$ cat config.mk
export PLATFORM = sky130hd
export DESIGN_NAME = calc_driver
export DESIGN_NICKNAME = d
export VERILOG_FILES = /design/src/rtl/calc_driver.sv
export SDC_FILE = /design/constraint.sdc
export NUM_CORES = 1
export LEC_CHECK = 0
export BUFFER_PORTS_ARGS = -buffer_cell sky130_fd_sc_hd__buf_2
export CORE_AREA = 2 2 277 142
export CTS_CLUSTER_SIZE = 25
export DETAILED_ROUTE_END_ITERATION = 10
export DIE_AREA = 0 0 279 144
export PLACE_DENSITY = 0.76
export SETUP_SLACK_MARGIN = 0.3
export SKIP_CTS_REPAIR_TIMING = 1
export SLEW_MARGIN = 0
export SYNTH_ARGS = -nofsm -noshare
export SYNTH_HDL_FRONTEND = slang
export SYNTH_SLANG_ARGS = --single-unit
$ cat constraint.sdc
create_clock -name clk -period 10.05 [get_ports clk]
set_clock_uncertainty 0.05 [all_clocks]
set_input_delay 3.015 -clock clk [delete_from_list [all_inputs] [get_ports clk]]
set_output_delay 3.015 -clock clk [all_outputs]
set_load 0.02 [all_outputs]
$ cat src/rtl/calc_driver.sv
// ----------------------------------------------------------------------------
// calc_driver
// Bridges a host operand/result interface to a three-channel calc block.
// Host operand triples are queued in a 4-entry FIFO. A send FSM presents the
// head triple on A/B/C. Each channel completes independently under its own
// stop backpressure. Results returned on Z/pushZ are queued in a 4-entry
// result FIFO for the host to pop. At most four triples may be outstanding
// (sent but not yet popped by the host), so every expected result has room.
// A result arriving with nothing outstanding is dropped and raises a sticky
// err flag.
//
// Ports
//   clk, rst              clock, synchronous active-high reset
//   in_valid/in_ready     host operand handshake
//   in_A/in_B/in_C        host operand triple
//   A/B/C                 operands to calc
//   pushA/pushB/pushC     per-channel operand valid
//   stopA/stopB/stopC     per-channel calc backpressure
//   Z, pushZ              result from calc, one result per pulse
//   res_data/res_valid    host result head
//   res_pop               host result pop
//   err                   sticky unexpected-result flag
// ----------------------------------------------------------------------------
module calc_driver (
    input  logic        clk,
    input  logic        rst,
    // host operand side
    input  logic        in_valid,
    output logic        in_ready,
    input  logic [31:0] in_A,
    input  logic [31:0] in_B,
    input  logic [31:0] in_C,
    // calc operand side
    output logic [31:0] A,
    output logic [31:0] B,
    output logic [31:0] C,
    output logic        pushA,
    output logic        pushB,
    output logic        pushC,
    input  logic        stopA,
    input  logic        stopB,
    input  logic        stopC,
    // calc result side
    input  logic [31:0] Z,
    input  logic        pushZ,
    // host result side
    output logic [31:0] res_data,
    output logic        res_valid,
    input  logic        res_pop,
    // status
    output logic        err
);

    localparam int unsigned DW    = 32;
    localparam int unsigned DEPTH = 4;
    localparam int unsigned AW    = 2;
    localparam int unsigned PW    = AW + 1;

    typedef enum logic {
        IDLE = 1'b0,
        SEND = 1'b1
    } state_t;

    // ------------------------------------------------------------------
    // Declarations
    // ------------------------------------------------------------------
    logic [DW-1:0] r_opa_mem [DEPTH];
    logic [DW-1:0] r_opb_mem [DEPTH];
    logic [DW-1:0] r_opc_mem [DEPTH];
    logic [PW-1:0] r_op_wr;
    logic [PW-1:0] r_op_rd;

    logic [DW-1:0] r_res_mem [DEPTH];
    logic [PW-1:0] r_res_wr;
    logic [PW-1:0] r_res_rd;

    state_t        r_state;
    state_t        w_state_nxt;
    logic [2:0]    r_done;
    logic [2:0]    w_done_nxt;
    logic [PW-1:0] r_inflight;
    logic          r_err;

    logic          w_op_empty;
    logic          w_op_full;
    logic          w_op_push;
    logic          w_op_pop;
    logic          w_launch;
    logic [2:0]    w_stop;
    logic [2:0]    w_push;
    logic [2:0]    w_xfer;

    logic          w_res_empty;
    logic [PW-1:0] w_res_cnt;
    logic          w_res_unexp;
    logic          w_res_push;
    logic          w_res_pop;

    // ------------------------------------------------------------------
    // Operand FIFO: pointers carry one extra wrap bit for full/empty
    // ------------------------------------------------------------------
    assign w_op_empty = (r_op_wr == r_op_rd);
    assign w_op_full  = (r_op_wr[PW-1] != r_op_rd[PW-1]) &&
                        (r_op_wr[AW-1:0] == r_op_rd[AW-1:0]);
    assign w_op_push  = in_valid && !w_op_full;
    assign in_ready   = !w_op_full;

    // Operand pointer update; write and pop may coincide
    always_ff @(posedge clk) begin
        if (rst) begin
            r_op_wr <= '0;
            r_op_rd <= '0;
        end else begin
            if (w_op_push) begin
                r_op_wr <= r_op_wr + PW'(1);
            end
            if (w_op_pop) begin
                r_op_rd <= r_op_rd + PW'(1);
            end
        end
    end

    // Operand storage; contents are don't-care until written
    always_ff @(posedge clk) begin
        if (w_op_push) begin
            r_opa_mem[r_op_wr[AW-1:0]] <= in_A;
            r_opb_mem[r_op_wr[AW-1:0]] <= in_B;
            r_opc_mem[r_op_wr[AW-1:0]] <= in_C;
        end
    end

    // ------------------------------------------------------------------
    // Send FSM
    // ------------------------------------------------------------------
    assign w_stop = {stopC, stopB, stopA};

    // State and per-channel done register
    always_ff @(posedge clk) begin
        if (rst) begin
            r_state <= IDLE;
            r_done  <= '0;
        end else begin
            r_state <= w_state_nxt;
            r_done  <= w_done_nxt;
        end
    end

    // Next state, channel pushes and FIFO pop
    always_comb begin
        w_state_nxt = r_state;
        w_done_nxt  = r_done;
        w_push      = '0;
        w_xfer      = '0;
        w_op_pop    = 1'b0;
        w_launch    = 1'b0;
        case (r_state)
            IDLE: begin
                // Launch only while an outstanding slot remains for its result
                if (!w_op_empty && (r_inflight < PW'(DEPTH))) begin
                    w_state_nxt = SEND;
                    w_launch    = 1'b1;
                end
            end
            SEND: begin
                w_push = ~r_done;
                w_xfer = w_push & ~w_stop;
                // Finish the triple once every channel has transferred
                if ((r_done | w_xfer) == 3'b111) begin
                    w_op_pop    = 1'b1;
                    w_done_nxt  = '0;
                    w_state_nxt = IDLE;
                end else begin
                    w_done_nxt  = r_done | w_xfer;
                end
            end
            default: begin
                w_state_nxt = IDLE;
                w_done_nxt  = '0;
            end
        endcase
    end

    assign pushA = w_push[0];
    assign pushB = w_push[1];
    assign pushC = w_push[2];

    // Head operands are only meaningful in SEND; zero otherwise
    assign A = (r_state == SEND) ? r_opa_mem[r_op_rd[AW-1:0]] : '0;
    assign B = (r_state == SEND) ? r_opb_mem[r_op_rd[AW-1:0]] : '0;
    assign C = (r_state == SEND) ? r_opc_mem[r_op_rd[AW-1:0]] : '0;

    // ------------------------------------------------------------------
    // Result FIFO
    // ------------------------------------------------------------------
    assign w_res_empty = (r_res_wr == r_res_rd);
    assign w_res_cnt   = r_res_wr - r_res_rd;
    // Outstanding results = inflight - occupancy; none outstanding means stray
    assign w_res_unexp = pushZ && (w_res_cnt == r_inflight);
    assign w_res_push  = pushZ && !w_res_unexp;
    assign w_res_pop   = res_pop && !w_res_empty;

    assign res_valid = !w_res_empty;
    assign res_data  = w_res_empty ? '0 : r_res_mem[r_res_rd[AW-1:0]];

    // Result pointer update
    always_ff @(posedge clk) begin
        if (rst) begin
            r_res_wr <= '0;
            r_res_rd <= '0;
        end else begin
            if (w_res_push) begin
                r_res_wr <= r_res_wr + PW'(1);
            end
            if (w_res_pop) begin
                r_res_rd <= r_res_rd + PW'(1);
            end
        end
    end

    // Result storage
    always_ff @(posedge clk) begin
        if (w_res_push) begin
            r_res_mem[r_res_wr[AW-1:0]] <= Z;
        end
    end

    // ------------------------------------------------------------------
    // Outstanding-triple counter: launch increments, host pop decrements
    // ------------------------------------------------------------------
    always_ff @(posedge clk) begin
        if (rst) begin
            r_inflight <= '0;
        end else begin
            case ({w_launch, w_res_pop})
                2'b10:   r_inflight <= r_inflight + PW'(1);
                2'b01:   r_inflight <= r_inflight - PW'(1);
                default: r_inflight <= r_inflight;
            endcase
        end
    end

    // Sticky error on a result nobody is waiting for
    always_ff @(posedge clk) begin
        if (rst) begin
            r_err <= 1'b0;
        end else if (w_res_unexp) begin
            r_err <= 1'b1;
        end
    end

    assign err = r_err;

endmodule

After elaboration in Yosys (flattened, before gate mapping)
Memory sizes are Yosys's and may differ from the RTL's. A register that Yosys moved wholly into a read port is not among the register bits.
Index checks and enable logic that the tools add are counted.
{ "word_totals": {"mem_bits_ro": 0, "mem_count": 4, "ram_bits": 512, "latch_bits": 0, "regBits": 20, "input_bits": 136} }
{ "mem_list": {"columns": ["memory", "depth", "word_bits", "read_ports", "rd_clocked_by_memory_dff", "write_ports", "line_no", "source"], "rows": [
  ["r_opa_mem", 4, 32, 1, 1, 1, "67", "logic [DW-1:0] r_opa_mem [DEPTH];"],
  ["r_opb_mem", 4, 32, 1, 1, 1, "68", "logic [DW-1:0] r_opb_mem [DEPTH];"],
  ["r_opc_mem", 4, 32, 1, 1, 1, "69", "logic [DW-1:0] r_opc_mem [DEPTH];"],
  ["r_res_mem", 4, 32, 1, 1, 1, "73", "logic [DW-1:0] r_res_mem [DEPTH];"]
]} }
{ "classes": {"order_cmp": 1, "div_mod_pow": 0, "bitwise": 5, "eq_ne": 8, "reduce_logical": 11, "n_mux": 25, "shift": 0, "n_mul": 0, "n_addsub": 7} }
{ "op_table": {"columns": ["cell", "n"], "rows": [
  ["32-bit 2-to-1 mux", 4],
  ["2-bit 2-to-1 mux", 8],
  ["3-bit by 1-bit adder with 3-bit output, second input constant", 5],
  ["3-bit == test", 3],
  ["1-bit 2-to-1 mux", 9],
  ["1-bit logical AND", 6],
  ["3-bit 2-to-1 mux", 2],
  ["3-bit inverter", 2],
  ["3-bit one-hot mux with 2 select lines", 1],
  ["1-bit zero test", 4],
  ["3-bit AND", 1],
  ["3-bit == test, second input constant", 1],
  ["3-bit < comparator, second input constant", 1],
  ["3-bit OR", 1],
  ["3-bit by 1-bit subtractor with 3-bit output, second input constant", 1],
  ["3-bit subtractor", 1],
  ["2-bit by 1-bit == test with 1-bit output, second input constant", 1],
  ["2-bit == test", 1],
  ["2-bit == test, second input constant", 1],
  ["1-bit one-hot mux with 2 select lines", 1],
  ["2-bit nonzero test", 1],
  ["1-bit inequality test", 1],
  ["1-bit inverter", 1]
]} }

Depth between registers and ports, before layout
{ "logic_depth": {"ltp_word": 8, "depth_mapped": 11, "depth_no_buf": 11} }

Worst setup path after synthesis
No wires, ideal clock.
{ "synth_timing": {"path_type": "input to register", "start": "input port in_valid", "end": "memory r_opa_mem[0][0], enable pin", "path_buffers": 0, "t_required_ns": 9.534, "setup_time_ns": 0.466, "setup_slack_ns": 3.992, "arrival_ns": 5.543, "cell_stages": 2, "path_cell_list": "o31a_1 -> and2_1"} }
{ "synth_between": {"elab_chain_cells": 3} }
{ "synth_lines": {"columns": ["element", "line_no", "source"], "rows": [
  ["from (decl)", "28", "input logic in_valid,"],
  ["1-bit logical AND", "105", "assign w_op_push = in_valid && !w_op_full;"],
  ["1-bit 2-to-1 mux", "125", "if (w_op_push) begin"],
  ["1-bit 2-to-1 mux (not written as such)", "126", "r_opa_mem[r_op_wr[AW-1:0]] <= in_A;"],
  ["to (decl)", "67", null]
]} }
No other way between the ends.

==> impl_results.md <==
* Num CTS Buffers at 46
* H-tree levels at 2
* Post-Syn Area per Cell at 21.3 µm²
* CP Class: reg2out
* Multi-input logic area at 4510 µm²
* Peak VDD IR at 0.146 mV
* Height of the chip at 144 µm
* CTS Buffer Depth at 3
* Post-layout nets at 1400
* Most common cell after layout, fill and taps aside: edfxtp_1
* Hold wc startpoint: err
* WL per Instance at 22.4 µm
* Final Util at 0.628
* Hold Slack at 0.453 ns
* #FFs+latches synth at 536
* Leak at 8.24 nW
* Top-level port count at 270
* Synth Area in Adders at 0.00982
* CP bufs+invs at 2
* Initial antenna violation count at 4
* Final Hold Violating Endpoints at 0
* Setup WS post-layout at 3.82 ns
* Largest net degree at the start of global routing at 108
* Placer Congestion at 0.745
* Chip width at 279 µm
* Clk slew on worst S/H paths at 0.07 ns
* Dpl ws at 4.34 ns
* Total number of vias at 10000
* CP startpoint kind: flip-flop
* Slowest cell on crit path: dfxtp_4
* DRC Markers at 0
* Delay-heaviest family, CP: flip-flops
* Routed Wire Length at 40200 µm
* CTS Sinks at 536
* GRT Overall Usage at 0.200
* Compound-Gate Fraction of Synth Area at 0.00758
* Initial DRC count at 830
* Period Utilization, post-route at 0.620
* Unrepaired setup endpoints after global routing: no
* Minimum clock period at 6.23 ns
* Largest family of logic cells by synthesized area: multiplexers
* Core area at 38100 µm²
* Final setup fails at 0
* Power density over the cells at 232 nW/µm²
* Largest stage delay on the critical path at 0.97 ns
* Max Fclk at 0.160 GHz
* Skew-Pair Late Insertion Delay at 0.56 ns
* P&R area growth vs syn at 15.9%
* Vias in the first global route at 10300
* Asr flop ratio synth at 0
* Synth Area in XOR/XNOR at 0.00673
* Crit path DAT at 3.17 ns
* Syn Std Cell Area at 20600 µm²
* CP Cell Sequence: buf_4 > mux4_2 > and2_1 > buf_2
* Max Cap Viol at 0
* Setup TNS Final at 0 ns
* Post-synth EDFFs at 512
* Overall power at 0.00555 W
* Status: completed
* Port Buf Inserts at 269
* Main synth FF type: edfxtp_1
* Max Slew Vio Count at 0
* Sequential share of the synthesized area at 0.768
* 1st-pass router iterations at 5
* HPWL Detailed at 24800 µm
* Post-synthesis cell type count at 37
* Worst r2r src: r_res_wr[0]
* Crit Path Max Fanout at 47
* Slew HR at 0.248
* Worst Tran Pin Value at 1.13 ns
* Mux share of post-synthesis cell area at 0.141
* Hold crit path type: reg2reg
* ANT nets after route at 0
* CP Capture Type: output pin
* Most frequent cells in the layout: edfxtp_1, buf_2, mux4_2, and2_1, clkbuf_16
* Share of cells above drive strength 1 at 0.376
* Starting Density at 0.542
* Root buffer cell: clkbuf_16
* Worst path required time at 6.99 ns
* Syn_nets at 1118
* Synth warn at 0
* Yosys top cell by area: edfxtp_1
* Post-Synth Simple-Gate Area at 0.0530
* Cell row count at 51
* Total gr overflow at 0
* Reg area at 15900 µm²
* Fill cells at 2627
* First-pass GRT wire length at 60800 µm
* Synth top area share at 0.745
* Cells after Synth at 967
* CTS tree: done
* Vias per cell at 5.59
* Die area at 40200 µm²
* Synth top area cells: edfxtp_1, mux4_2, and2_1
==> worst paths after layout <==
kind,end,slack [ns],depth (start not counted)
setup / recovery,B[9],3.82,4
hold / removal,err,0.45,1
setup reg to reg,r_res_mem[3][14],7.01,9
hold reg to reg,err,0.45,1
==> cells by family after synthesis <==
| family | after synthesis |
|---|---|
| compound gates | 24 |
| xor+xnor | 15 |
| fa+ha+maj | 15 |
| buf+inv | 63 |
| flops | 536 |
| mux | 130 |
| simple gates | 184 |
==> final cells by class <==
class                      count  share of cell area
sequential                   536               0.664
antenna                        3            0.000314
multi-input combinational    368               0.189
clock buffer                  59              0.0506
inverter                      16             0.00251
clock inverter                26             0.00800
timing repair buffer         281              0.0601
tap                          503              0.0263
==> layer usage <==
metal	GRT usage	share of wire	vias to the layer above
li1	-	-	4448
met1	0.299	0.45	5215
met2	0.312	0.47	303
met3	0.0404	0.055	59
met4	0.0427	0.017	0
met5	0	0	-
==> per-stage QoR <==
| stage | std cells | cell area [µm²] |
|---|---|---|
| after floorplan | 967 | 20600 |
| after global placement | 1704 | 22500 |
| after detailed placement | 1704 | 22500 |
| after CTS | 1789 | 23900 |
| after global routing | 1790 | 23900 |
| final | 1792 | 23900 |
==> registers in the layout, summed over array words and instances, names as in the netlist, named ones only <==
register / count
r_res_wr: 3
err: 1
r_opa_mem: 128
r_inflight: 3
r_res_mem: 128
r_opb_mem: 128
r_op_wr: 3
r_res_rd: 3
r_state: 1
r_op_rd: 3
r_done: 3
r_opc_mem: 128
==> synthesized netlist by cell type, types with 4 or more instances <==
library cell	number
clkbuf_1	26
ha_1	13
dfxtp_1	24
xnor2_1	5
buf_6	5
and2_1	104
nand2_1	8
a21oi_1	10
edfxtp_1	512
mux4_2	128
o21ai_0	4
xor2_1	9
nor2b_1	36
buf_2	14
inv_1	16
nor2_1	15
nor3_1	5
==> power by group <==
group	leakage (nW)	internal (W)	total, W	switching, W
combinational	2.67	0.000429	0.00111	0.000677
clock	0.686	0.000908	0.00168	0.000770
sequential	4.89	0.00266	0.00276	0.0000992
(Power assumes the default switching activity.)
